--- config.mk ---
export PLATFORM = sky130hd
export DESIGN_NAME = fb_writer
export DESIGN_NICKNAME = d
export VERILOG_FILES = /design/src/rtl/fb_writer.sv
export SDC_FILE = /design/constraint.sdc
export NUM_CORES = 1
export LEC_CHECK = 0
export CORE_MARGIN = 5
export CORE_UTILIZATION = 34
export DETAILED_ROUTE_END_ITERATION = 12
export PLACE_DENSITY = 0.78
export SLEW_MARGIN = 20
export SYNTH_ARGS = -nofsm -noshare
export SYNTH_HDL_FRONTEND = slang
export SYNTH_SLANG_ARGS = --single-unit
--- constraint.sdc ---
create_clock -name PLB_clk -period 2.1 [get_ports PLB_clk]
set_input_delay 0.42 -clock PLB_clk [delete_from_list [all_inputs] [get_ports PLB_clk]]
set_output_delay 0.42 -clock PLB_clk [all_outputs]
set_load 0.02 [all_outputs]
--- src/rtl/fb_writer.sv ---
// Framebuffer write-back engine: pops one pixel record at a time from a
// first-word-fall-through FIFO. Each record becomes a single-beat 32-bit
// PLB master write. The read side of the master IPIF is tied off.
//
// state         | meaning
// --------------+--------------------------------------------------------
// ST_IDLE       | waiting for a record; pops and captures it when present
// ST_REQ        | write request raised, waiting for CmdAck (or timeout)
// ST_WAIT_CMPLT | command accepted, waiting for Cmplt (or timeout)
module fb_writer (
  input  logic         PLB_clk,
  input  logic         reset,
  input  logic         Bus2IP_Reset,
  input  logic [0:95]  fifo_data,
  input  logic         fifo_empty,
  output logic         fifo_rd_en,
  output logic         IP2Bus_MstRd_Req,
  output logic         IP2Bus_MstWr_Req,
  output logic [0:31]  IP2Bus_Mst_Addr,
  output logic [0:3]   IP2Bus_Mst_BE,
  output logic         IP2Bus_Mst_Lock,
  output logic         IP2Bus_Mst_Reset,
  input  logic         Bus2IP_Mst_CmdAck,
  input  logic         Bus2IP_Mst_Cmplt,
  input  logic         Bus2IP_Mst_Error,
  input  logic         Bus2IP_Mst_Rearbitrate,
  input  logic         Bus2IP_Mst_Cmd_Timeout,
  input  logic [0:31]  Bus2IP_MstRd_d,
  input  logic         Bus2IP_MstRd_src_rdy_n,
  output logic [0:31]  IP2Bus_MstWr_d,
  input  logic         Bus2IP_MstWr_dst_rdy_n
);

  typedef enum logic [1:0] {
    ST_IDLE       = 2'd0,
    ST_REQ        = 2'd1,
    ST_WAIT_CMPLT = 2'd2
  } state_t;

  state_t       state;
  state_t       state_nxt;
  logic [0:29]  addr_q;
  logic [0:31]  data_q;
  logic         capture;
  logic         wr_req;

  // Error only qualifies Cmplt (record is discarded either way), rearbitrate
  // simply leaves the request up, and write data is held for the whole
  // transaction, so these inputs never steer the logic.
  logic unused_inputs;
  assign unused_inputs = ^{Bus2IP_Reset, fifo_data[30:63], Bus2IP_Mst_Error,
                           Bus2IP_Mst_Rearbitrate, Bus2IP_MstRd_d,
                           Bus2IP_MstRd_src_rdy_n, Bus2IP_MstWr_dst_rdy_n};

  // State register; reset abandons any outstanding record.
  always_ff @(posedge PLB_clk or negedge reset) begin
    if (!reset) begin
      state <= ST_IDLE;
    end else begin
      state <= state_nxt;
    end
  end

  // Next-state and strobes. The pop is gated by reset so nothing is popped
  // while the engine is held in reset even though the state reads IDLE.
  always_comb begin
    state_nxt  = state;
    fifo_rd_en = 1'b0;
    capture    = 1'b0;
    wr_req     = 1'b0;
    case (state)
      ST_IDLE: begin
        if (!fifo_empty && reset) begin
          fifo_rd_en = 1'b1;
          capture    = 1'b1;
          state_nxt  = ST_REQ;
        end
      end
      ST_REQ: begin
        wr_req = 1'b1;
        // CmdAck wins over a simultaneous timeout.
        if (Bus2IP_Mst_CmdAck) begin
          state_nxt = Bus2IP_Mst_Cmplt ? ST_IDLE : ST_WAIT_CMPLT;
        end else if (Bus2IP_Mst_Cmd_Timeout) begin
          state_nxt = ST_IDLE;
        end
      end
      ST_WAIT_CMPLT: begin
        if (Bus2IP_Mst_Cmplt || Bus2IP_Mst_Cmd_Timeout) begin
          state_nxt = ST_IDLE;
        end
      end
      default: begin
        state_nxt = ST_IDLE;
      end
    endcase
  end

  // Record capture; address and data only move on a pop.
  always_ff @(posedge PLB_clk or negedge reset) begin
    if (!reset) begin
      addr_q <= '0;
      data_q <= '0;
    end else if (capture) begin
      addr_q <= fifo_data[0:29];
      data_q <= fifo_data[64:95];
    end
  end

  assign IP2Bus_MstWr_Req  = wr_req;
  assign IP2Bus_Mst_Addr   = {addr_q, 2'b00};
  assign IP2Bus_MstWr_d    = data_q;
  assign IP2Bus_Mst_BE     = 4'b1111;
  assign IP2Bus_MstRd_Req  = 1'b0;
  assign IP2Bus_Mst_Lock   = 1'b0;
  assign IP2Bus_Mst_Reset  = 1'b0;

endmodule

==> results.md <==
Run status:
- The flow ran to the end, and the final reports show no timing, DRC or antenna violations.

Timing:
- The number of max-slew violations in the final report was 0.
- The hold violation count in the final report is 0.
- The worst relative slew slack is 48.3%.
- The final count of negative-setup-slack endpoints is 0.
- The final setup TNS is 0 ns.
- Counting I/O delays and the setup requirement, the final critical path takes 1.99 ns.
- Setup repair after global routing left no endpoint under its margin.
- For the final database, setup skew stands at 0.0113 ns.
- For the pin with the worst max-slew slack, the measured transition is 0.776 ns.
- After layout, the worst path uses 94.8% of the clock period.
- The highest achievable clock rate is 502 MHz.
- The tightest hold path in the finished design has a slack of 0.328 ns.

Synthesis:
- The synthesized area per cell is 18.4 sq um.
- The Yosys step of the flow raised 0 warnings.
- The number of distinct standard cells referenced by the synthesized netlist is 12.
- In this run the cell area of the synthesized design comes to 2790 sq um.
- The cell type contributing the most total cell area after synthesis is sky130_fd_sc_hd__dfrtp_1.
- In this run, synthesis inferred 0 flip-flops with an integrated enable.
- The library cell with the highest instance count after synthesis is sky130_fd_sc_hd__dfrtp_1.
- By area the synthesized netlist is led by sky130_fd_sc_hd__dfrtp_1, sky130_fd_sc_hd__mux2_4, sky130_fd_sc_hd__buf_12, sky130_fd_sc_hd__buf_4, sky130_fd_sc_hd__mux2_2.
- The share of flip-flops with an asynchronous set or reset is 100%.
- In the synthesized netlist, the cells that appear most often are sky130_fd_sc_hd__dfrtp_1, sky130_fd_sc_hd__mux2_4, sky130_fd_sc_hd__buf_4.
- The number of synthesized register bits is 64.
- Of the post-synthesis cell area, the dominant cell type holds 57.3%.
- The leading register cell type out of synthesis is sky130_fd_sc_hd__dfrtp_1.
- Counting every instance in the synthesized netlist gives 152.
- After synthesis, flip-flops and latches occupy 57.3% of the total area.

Routing:
- The total wire length after detailed routing is 6170 microns.
- The number of DRC violations after detailed routing is 0.
- The mean number of vias per cell is 4.24.
- The first TritonRoute pass finished after 4 iterations.
- In the final routed layout, each cell accounts on average for 15.4 microns.
- The number of routed nets with antenna violations is 0.
- For this block, the via count after detailed routing is 1704.
- The detailed router finished its first iteration with 17 violations.

Worst setup path:
- Traced cell by cell, the critical path runs through clkdlybuf4s50_1, nor4b_4, buf_12, buf_4.
- STA puts the critical path data arrival time at 1.57 ns.
- STA classifies the critical path startpoint as an input pin.
- The required time of the critical path is 1.68 ns.
- The worst register-to-register path ends at IP2Bus_MstWr_d[22].
- In this run the worst path has a maximum fanout of 18.
- The worst setup path is of the input pin to output pin kind.
- The worst register-to-register path has a depth of 4.
- The critical path capture point type is an output pin.
- On the worst path, the slowest cell contributes a delay of 0.45 ns.
- In this run the critical register-to-register path is launched from state[0].
- The minimum setup slack among reg-to-reg paths is 0.44 ns.
- The critical-path cell with the highest stage delay is sky130_fd_sc_hd__clkdlybuf4s50_1.

Floorplan:
- Measured along the x axis, the die boundary spans 101 microns.
- The height of the chip is 101 microns.
- The floorplan step defined a die boundary enclosing 10100 sq um.
- In this run the core area contains 33 standard-cell rows.
- The initial utilization of the core area, before any placement, comes to 34.5%.
- For this design the top-level I/O count stands at 212.
- The area of the placeable core is 8090 sq um.

Power:
- Dividing total power by cell area gives a power density of 949 nW/um^2.
- Across the VDD grid, the largest voltage drop is 351 uV.
- For this design the static power due to leakage is 1.90 nW.
- The total power is 0.00411 W.

Clocking:
- In this run, post-CTS repair resized a total of 0 instances.
- The CTS sink count is 64.
- The CTS tree is done.
- The buffer count from post-CTS setup fixing is 0.
- The clock-pin slew of the registers on the worst-case setup and hold paths is 0.07 ns.
- The H-tree generated during clock tree synthesis spans 3 levels.
- The worst-skew pair later-pin latency is 0.33 ns.
- In this run, post-CTS hold repair placed 0 buffers.
- The maximum buffer depth of the clock tree is 2.
- The number of buffers created by CTS is 9.
- The root cell of the clock tree is sky130_fd_sc_hd__clkbuf_8.

Global route:
- The number of antenna violations at the first check in global routing is 0.
- The global-route wire length before repair is 9850 microns.
- The overflow left after global routing is 0.
- The total global-route track usage is 12.5%.
- The maximum number of pins on one net before global-route repair is 65.
- The via count of the first global-routing pass was 1954.

Placed design:
- The post-place instance area is 4170 sq um.
- The count of port buffers added during placement is 131.
- The HPWL after detailed placement is 4620 microns.
- The weighted congestion reported at the end of routability-driven placement is 0.696.

Flow run:
- Across the run, the number of max-cap violations was 0.

Cells and area:
- The final standard cell area without fillers is 4330 sq um.
- The repair_antennas step left the layout with diodes totalling 0.
- The net count reported at finish is 433.
- Compared with the post-synthesis result, the final layout area differs by 55.0%.
- Of the cells placed in the final design, the portion with a size suffix greater than 1 is 30.6%.

Min path:
- The worst min-delay path category is input pin to asynchronous set/reset pin.
-- registers in the layout (all words and copies together) (netlist names) --
name,count
addr_q,30
state,2
IP2Bus_MstWr_d,32
-- where the power goes --
group | leakage [nW] | switching (W) | total [W] | internal, W
clock network | 0.0838 | 0.000435 | 0.000875 | 0.000440
registers | 0.755 | 0.000153 | 0.00166 | 0.00150
logic | 1.06 | 0.000636 | 0.00158 | 0.000940
total | 1.90 | 0.00122 | 0.00411 | 0.00288
-- cell type report --
cell class	instances	area (sq um)
Clock inverter	4	22.5
Sequential cell	64	1600
Multi-Input combinational cell	79	1030
Timing Repair Buffer	140	1410
Fill cell	692	3760
Tap cell	105	131
Clock buffer	10	138
-- worst max-delay path: cells and delay by family --
family | cells | cell delay (ns)
buf+inv | 3 | 0.83
simple gates | 1 | 0.30
-- cells by family (layout without fill, tap and decap cells) --
family / after synthesis / in the layout / synth area share (%)
mux: 62 / 62 / 32.9
compound gates: 2 / 2 / 0.358
other cells: 2 / 9 / 0.269
simple gates: 6 / 6 / 1.97
buf+inv: 16 / 154 / 7.12
flops: 64 / 64 / 57.3
-- placed cells by master (no fill, tap or decap), drive strengths merged --
master and n:
clkdlybuf4s50 129, dfrtp 64, mux2 62, buf 11
clkbuf 10, conb 9, or3b 3, clkinv 3
a21oi 2, nor2b 1, nor4b 1, nand3b 1
clkinvlp 1
-- metal layers --
metal / up-vias / wire (microns) / share of wire, % / track usage, %
li1: 789 / - / - / -
met1: 814 / 2740 / 44 / 16.4
met2: 91 / 2760 / 45 / 19.0
met3: 10 / 580 / 9.4 / 4.43
met4: 0 / 101 / 1.6 / 4.97
met5: - / 0 / 0 / 0
-- worst max path at each step --
stage	slack [ns]	cells past startpoint	from	end
global route	0.02	2	state[0]	IP2Bus_MstWr_Req
finish	0.11	4	fifo_empty	fifo_rd_en
detailed placement	0.06	5	fifo_empty	IP2Bus_MstWr_d[17]
global placement	0.07	5	fifo_empty	IP2Bus_MstWr_d[21]
CTS	0.08	2	state[0]	IP2Bus_MstWr_Req
floorplan	0.61	3	state[0]	fifo_rd_en
-- metrics by stage --
step / setup slack [ns] / utilization, % / std cells
after floorplan: 0.612 / - / 159
after global placement: 0.0695 / 51.5 / 388
after detailed placement: 0.0636 / 51.5 / 388
after CTS: 0.0768 / 53.5 / 402
after global routing: 0.0159 / 53.5 / 402
final: 0.108 / 53.5 / 402
(Power assumes the default switching activity.)
